[src/rtl/pc_seq_unit.sv]
// rtl/pc_seq_unit.sv - program-counter sequencer with branch evaluation and optional return-address stack
// Optional feature macro: PC_RAS_EN (return-address stack); default build has no stack.
module pc_seq_unit #(
    parameter int unsigned      WIDTH     = 32,
    parameter logic [WIDTH-1:0] RESET_VEC = '0,
    parameter int unsigned      ALIGN     = 2,
    parameter int unsigned      RAS_DEPTH = 4
) (
    input  logic             clk,
    input  logic             rst,
    input  logic             pc_write,
    input  logic             pc_write_cond,
    input  logic [2:0]       pc_source,
    input  logic [2:0]       br_mode,
    input  logic             zero,
    input  logic             sign,
    input  logic [WIDTH-1:0] alu_result,
    input  logic [WIDTH-1:0] alu_out,
    input  logic [WIDTH-1:0] jaddr,
    input  logic [WIDTH-1:0] rs_data,
    input  logic             link,
    output logic [WIDTH-1:0] pc,
    output logic [WIDTH-1:0] pc_prev,
    output logic             br_taken,
    output logic             misalign,
    output logic             ras_empty,
    output logic             ras_full,
    output logic             ras_err
);

    localparam logic [2:0] SRC_ALU = 3'd0;
    localparam logic [2:0] SRC_BR  = 3'd1;
    localparam logic [2:0] SRC_J   = 3'd2;
    localparam logic [2:0] SRC_JR  = 3'd3;
    localparam logic [2:0] SRC_RAS = 3'd4;
    localparam logic [2:0] SRC_RST = 3'd5;

    localparam logic [WIDTH-1:0] ALIGN_MASK = ~({WIDTH{1'b1}} << ALIGN);

    logic             en;
    logic             load;
    logic             sel_valid;
    logic [WIDTH-1:0] sel_val;
    logic [WIDTH-1:0] next_pc;
    logic [WIDTH-1:0] ras_top;
    logic             ras_avail;

    always_comb begin
        br_taken = 1'b0;
        case (br_mode)
            3'b000:  br_taken = zero;
            3'b001:  br_taken = ~zero;
            3'b010:  br_taken = sign;
            3'b011:  br_taken = ~sign;
            3'b100:  br_taken = sign | zero;
            3'b101:  br_taken = ~sign & ~zero;
            default: br_taken = 1'b0;
        endcase
    end

    assign en = pc_write | (pc_write_cond & br_taken);

    // sel_valid low means the selected source is a hold: no load, no push, no misalign
    always_comb begin
        sel_val   = pc;
        sel_valid = 1'b0;
        case (pc_source)
            SRC_ALU: begin sel_val = alu_result; sel_valid = 1'b1;      end
            SRC_BR:  begin sel_val = alu_out;    sel_valid = br_taken;  end
            SRC_J:   begin sel_val = jaddr;      sel_valid = 1'b1;      end
            SRC_JR:  begin sel_val = rs_data;    sel_valid = 1'b1;      end
            SRC_RAS: begin sel_val = ras_top;    sel_valid = ras_avail; end
            SRC_RST: begin sel_val = RESET_VEC;  sel_valid = 1'b1;      end
            default: begin sel_val = pc;         sel_valid = 1'b0;      end
        endcase
    end

    assign load    = en & sel_valid;
    assign next_pc = sel_val & ~ALIGN_MASK;

    always_ff @(posedge clk) begin
        if (rst) begin
            pc       <= RESET_VEC;
            pc_prev  <= RESET_VEC;
            misalign <= 1'b0;
        end else begin
            misalign <= load & (|(sel_val & ALIGN_MASK));
            if (load) begin
                pc <= next_pc;
                if (next_pc != pc) begin
                    pc_prev <= pc;
                end
            end
        end
    end

`ifdef PC_RAS_EN
    localparam int unsigned      PTR_W   = (RAS_DEPTH > 1) ? $clog2(RAS_DEPTH) : 1;
    localparam logic [PTR_W:0]   DEPTH_C = (PTR_W + 1)'(RAS_DEPTH);

    logic [WIDTH-1:0] ras_mem [RAS_DEPTH];
    logic [PTR_W-1:0] sp;
    logic [PTR_W-1:0] top_idx;
    logic [PTR_W:0]   cnt;
    logic [PTR_W:0]   cnt_nxt;
    logic             push;
    logic             pop;
    logic             pop_empty;

    // sp is the next free slot; wrapping it on a full push overwrites the oldest entry
    assign top_idx   = sp - PTR_W'(1);
    assign ras_top   = ras_mem[top_idx];
    assign ras_avail = ~ras_empty;
    assign push      = load & link;
    assign pop       = load & (pc_source == SRC_RAS);
    assign pop_empty = en & (pc_source == SRC_RAS) & ras_empty;

    always_comb begin
        cnt_nxt = cnt;
        if (push && !pop && (cnt != DEPTH_C)) begin
            cnt_nxt = cnt + (PTR_W + 1)'(1);
        end else if (pop && !push) begin
            cnt_nxt = cnt - (PTR_W + 1)'(1);
        end
    end

    always_ff @(posedge clk) begin
        if (push) begin
            ras_mem[pop ? top_idx : sp] <= pc;
        end
    end

    always_ff @(posedge clk) begin
        if (rst) begin
            sp        <= '0;
            cnt       <= '0;
            ras_empty <= 1'b1;
            ras_full  <= 1'b0;
            ras_err   <= 1'b0;
        end else begin
            cnt       <= cnt_nxt;
            ras_empty <= (cnt_nxt == '0);
            ras_full  <= (cnt_nxt == DEPTH_C);
            if (push && !pop) begin
                sp <= sp + PTR_W'(1);
            end else if (pop && !push) begin
                sp <= top_idx;
            end
            if ((push && !pop && (cnt == DEPTH_C)) || pop_empty) begin
                ras_err <= 1'b1;
            end
        end
    end
`else
    logic unused_ras;

    assign ras_top    = '0;
    assign ras_avail  = 1'b0;
    assign ras_empty  = 1'b1;
    assign ras_full   = 1'b0;
    assign ras_err    = 1'b0;
    assign unused_ras = link | (RAS_DEPTH == 0);
`endif

endmodule

[config.mk]
export PLATFORM = sky130hd
export DESIGN_NAME = pc_seq_unit
export DESIGN_NICKNAME = d
export VERILOG_FILES = /design/src/rtl/pc_seq_unit.sv
export SDC_FILE = /design/constraint.sdc
export NUM_CORES = 1
export LEC_CHECK = 0
export CAP_MARGIN = 25
export CORE_MARGIN = 4
export CORE_UTILIZATION = 30
export DETAILED_ROUTE_END_ITERATION = 7
export PLACE_DENSITY = 0.62
export SLEW_MARGIN = 20
export SYNTH_ARGS = -nofsm -noshare
export SYNTH_HDL_FRONTEND = slang
export SYNTH_SLANG_ARGS = --single-unit
export TNS_END_PERCENT = 5
[constraint.sdc]
create_clock -name clk -period 3.1 [get_ports clk]
set_input_delay 0.62 -clock clk [delete_from_list [all_inputs] [get_ports clk]]
set_output_delay 0.62 -clock clk [all_outputs]
set_load 0.005 [all_outputs]
Yosys cells after proc, flatten, opt, wreduce, memory -nomap -nowiden:

Cells that the tools add are included.

* bits of input ports: 141
* bits in latches: 0
* word-level logic and storage cells: 31
* memory bits (writable): 0
* memories: 0
* flip-flop bits (word level): 61
* output and inout bits: 69
* ROM bits: 0

* divide/modulo/power cells: 0
* bitwise logic cells: 8
* equal/unequal tests: 11
* add/sub/neg operators: 0
* multipliers: 0
* reductions and logical operators: 6
* shift-type cells: 0
* $lt $le $gt $ge: 0
* muxes and demuxes: 3

Operator list (number)
* one-hot mux 32 bit (5 select lines): 1
* inequality test 30 bit: 1
* equality test 3 x 2 -> 1 bit (second input constant): 4
* equality test 3 bit (second input constant): 4
* equality test 3 x 1 -> 1 bit (second input constant): 2
* zero test 3 bit: 2
* one-hot mux 1 bit (6 select lines): 1
* AND 1 bit: 4
* OR reduction 2 bit: 2
* OR reduction 4 bit: 1
* inverter 1 bit: 2
* OR 1 bit: 2
* one-hot mux 1 bit (2 select lines): 1
* AND reduction 2 bit: 1

Logic depth before layout (Yosys ltp):

* depth after elaboration: 7
* mapped depth: 13
* gate-level depth less buffers: 7

Worst setup path before layout:

Ideal clock, no wire load.

* path kind: input -> register
* start point: input port pc_source[0]
* end point: register pc_prev[30]
* buffers on the path: 5
* data arrival time: 2844 ps
* data required time: 2959 ps
* stages: 12
* path slack: 115 ps
* cells stage by stage: buf_6 buf_12 buf_6 buf_6 mux2i_2 nor3_1 a2111o_1 nor4_2 nand4_2 buf_6 a21oi_2 o311ai_2

* cells in the longest elaborated chain, start to end: 5
* elaborated cells on any way between the ends: 13
* classes of those cells: 6 x eq/ne; 2 x mux; 1 x bitwise; 4 x reduce/logical

Ends and longest elaborated chain
* start: declaration: line 13 `input logic [2:0] pc_source,`
* equality test 3 bit, or another cell as far along: line 67 `case (pc_source)`
* OR reduction 2 bit (no line) / OR reduction 4 bit (equally long branches)
* one-hot mux 32 bit (5 select lines) / one-hot mux 1 bit (2 select lines) (equally long branches): line 67
* inequality test 30 bit / AND 1 bit (equally long branches): line 90, 78
* AND reduction 2 bit (no line) (*)
* end signal: assignment: line 91 `pc_prev <= pc;`
* end: declaration: line 23 `output logic [WIDTH-1:0] pc_prev,`

Mark *: on every way between the ends. The rest lies on a longest branch, timed or not.
A chain may end at the register's enable or synchronous reset.

Worst setup path after layout:

* start point: input port pc_source[2]
* end point: register pc_prev[25]

Same word-level chain as after synthesis.

==> flow_summary_export.csv <==
group,metric,value,unit
timing,fin_setup_tns,0,ps
floorplan,row_count,48,
route,drtPass1Iterations,6,
timing,slew_viol_final,0,
placed_design,io_buffer_count,201,
timing,fin_worst_skew,8.66,ps
timing,worst_slew_pin_slew,524,ps
grt,grt_max_degree,81,
timing,fmax,0.330,GHz
clock_network,clock-root-buffer,"clkbuf_16",
finish,finalNetCount,1029,
floorplan,start_util,30.8,%
run_status,status,"completed",
yosys,synth_cell_types,69,
worst_setup_path,cp.required,3350,ps
floorplan,io_pins,210,
grt,grt_usage,21.1,%
timing,timing.final.hold_violations,0,
floorplan,coreArea,17400,sq um
route,wirelength,21.7,mm
min_path,holdCritPathClass,"reg -> reg",
clock_network,clkLatencyLatePin,350,ps
clock_network,path_clk_slew,50,ps
placed_design,hpwlAfterDp,16.5,mm
route,viasPerCell,5.46,
power_and_ir_drop,ir_worst_vdd,0.261,mV
yosys,synth_seq_cells,61,
route,drtAntennaViolNets,0,
power_and_ir_drop,total_power,3.20,mW
worst_setup_path,cp.arrival,3280,ps
worst_setup_path,crit_family,"buffers and inverters",
clock_network,cts_tree,"yes",
yosys,seq_area_frac_synth,22.8,%
floorplan,die-area,20000,sq um
timing,setup_violations,0,
worst_setup_path,path_common_cell,"buf_12",
placed_design,dp_cells,1102,
finish,fin_cells,1118,
timing,period_minus_slack,3030,ps
clock_network,cts_setup_buffers,0,
yosys,synth_area_leader_cell,"dfxtp_1",
route,drtIter0Drc,536,
clock_network,numCtsBuffers,9,
yosys,synth_area,5350,sq um
worst_setup_path,path_class,"in -> reg",
worst_setup_path,crit_buf_inv,5,
route,drc,0,
grt,antenna_found_initial,0,
floorplan,die_h,141,um
finish,layout_common_cells,"clkdlybuf4s50_1, buf_4, nor2_1",
clock_network,clock_sinks,61,
run,drv_cap,0,
yosys,async_reset_ff_share,0,%
finish,mostFrequentLayoutCell,"clkdlybuf4s50_1",
worst_setup_path,slowest_stage,"or4b_4",
yosys,syn_inst,649,
yosys,synth_area_leaders,"dfxtp_1, o311ai_2, mux2_1",
grt,grt_pass1_wl,33.4,mm
finish,seqCellArea,1220,sq um
finish,insertedDiodeCount,0,
timing,max-slew-margin-rel,64.8,%
clock_network,cts.htree.levels,3,
finish,area_delta_synth_final,58.1,%
timing,fin_crit_sh,97.7,%
finish,nFillCells,1699,
power_and_ir_drop,power.density,378,nW/um^2
floorplan,die_width,141,um
grt,grt_overflow_total,0,
yosys,yosysTopAreaCellShare,22.8,%
finish,multi_input_area,3690,sq um
worst_setup_path,startpoint_type,"input pin",
placed_design,place_congestion,0.915,
route,wl_per_cell,19.4,um
finish,drive_gt1_share,22.4,%
clock_network,cts_buffer_depth,2,
worst_setup_path,end_kind,"flip-flop",
yosys,syn-mean-instance-area,8.24,sq um
yosys,synthFlopType,"dfxtp_1",
worst_setup_path,path_cells,"clkdlybuf4s50_1 -> buf_4 -> buf_12 -> buf_12 -> o21ai_2 -> a21oi_1 -> a21oi_1 -> or4b_4 -> or3_4 -> buf_12 -> o311ai_2",
route,vias,6101,
grt,grt_pass1_vias,5939,
worst_setup_path,slowest_delay,480,ps
timing,whs,494,ps
worst_setup_path,reg2reg_slack,500,ps
power_and_ir_drop,p_leak,3.15,nW
yosys,yosys_warnings,0,
worst_setup_path,critPathMaxFanout,22,
yosys,synth-edff-count,0,
==> worst register-to-register path: stages (launching register included) <==
cell	delay, ps
dfxtp_1	370
inv_1	140
nor2_1	70
a211oi_1	290
a31oi_1	180
or4b_4	570
or3_4	430
buf_12	180
o311ai_2	280
==> Yosys cell counts (all sizes together) (2+ instances only) <==
cell,count
nor2,70
o2111ai,4
o21ai,34
o2bb2ai,2
a221o,3
and3,20
nor3,20
nand4,2
mux2i,24
nor2b,5
o221ai,2
conb,2
o22ai,7
o211a,3
nand3,3
a211oi,22
nor4,5
o31ai,30
o21a,3
a2111o,2
nand2,47
a22oi,4
a31oi,2
nand2b,5
o311ai,30
xnor2,2
a21oi,70
mux2,33
a311oi,6
inv,17
dfxtp,61
buf,35
o32a,2
o211ai,10
a2111oi,2
clkbuf,38
or3,7
==> repair_timing <==
| item | 4_1_cts | 5_1_grt |
|---|---|---|
| hold buffers | 0 | 0 |
| gates resized for setup | 3 | 16 |
| setup endpoints to repair | 21 | 30 |
| pin swaps | 0 | 1 |
==> where the power goes <==
group | total, mW | internal, mW | switching [mW]
Clock | 1.20 | 0.807 | 0.392
Sequential | 0.946 | 0.852 | 0.0935
Combinational | 1.05 | 0.576 | 0.475
==> cells by family (layout without fill, tap and decap cells) <==
group           Yosys count  count (layout)  synth area share, %
other cells               2               7                0.141
flops                    61              61                 22.8
compound gates          248             248                 38.6
mux                      57              57                 11.8
buf+inv                  90             329                 9.78
xor+xnor                  2               2                0.328
simple gates            189             189                 16.5
==> worst paths after layout <==
path | start | to | cells past startpoint
setup / recovery | pc_source[2] | pc_prev[25]$_SDFFE_PP0P_ | 11
hold / removal | pc[25]$_SDFFE_PP0P_ | pc[25]$_SDFFE_PP0P_ | 2
setup reg to reg | pc[12]$_SDFFE_PP0P_ | pc_prev[25]$_SDFFE_PP0P_ | 8
hold reg to reg | pc[25]$_SDFFE_PP0P_ | pc[25]$_SDFFE_PP0P_ | 2
==> sequential cells by signal, summed over array words and instances, names as in the netlist <==
signal / flops
pc_prev: 30
pc: 30
misalign: 1
==> routing by layer <==
layer	part of all wire (%)	vias up	GRT usage, %
met1	42	2885	26.8
met5	0	-	0
met3	9.2	37	5.93
li1	-	2922	-
met4	2.2	0	5.35
met2	47	257	35.3
==> stage by stage <==
step                worst slack, ps  utilization [%]  area (sq um)
floorplan                       115                -          5360
global placement               -382             46.4          8060
detailed placement             -345             46.4          8060
CTS                            23.9             48.4          8400
global route                  -5.58             48.7          8450
finish                         70.1             48.7          8450
==> layout make-up <==
type                    instances  share of cell area, %
multi-input cells             503                   43.7
flip-flops and latches         61                   14.4
inverters                      17                  0.755
repair buffers                296                   33.7
well taps                     225                   3.33
clock inverters                 4                   1.13
clock buffers                  12                   2.92
(Power assumes the default switching activity.)
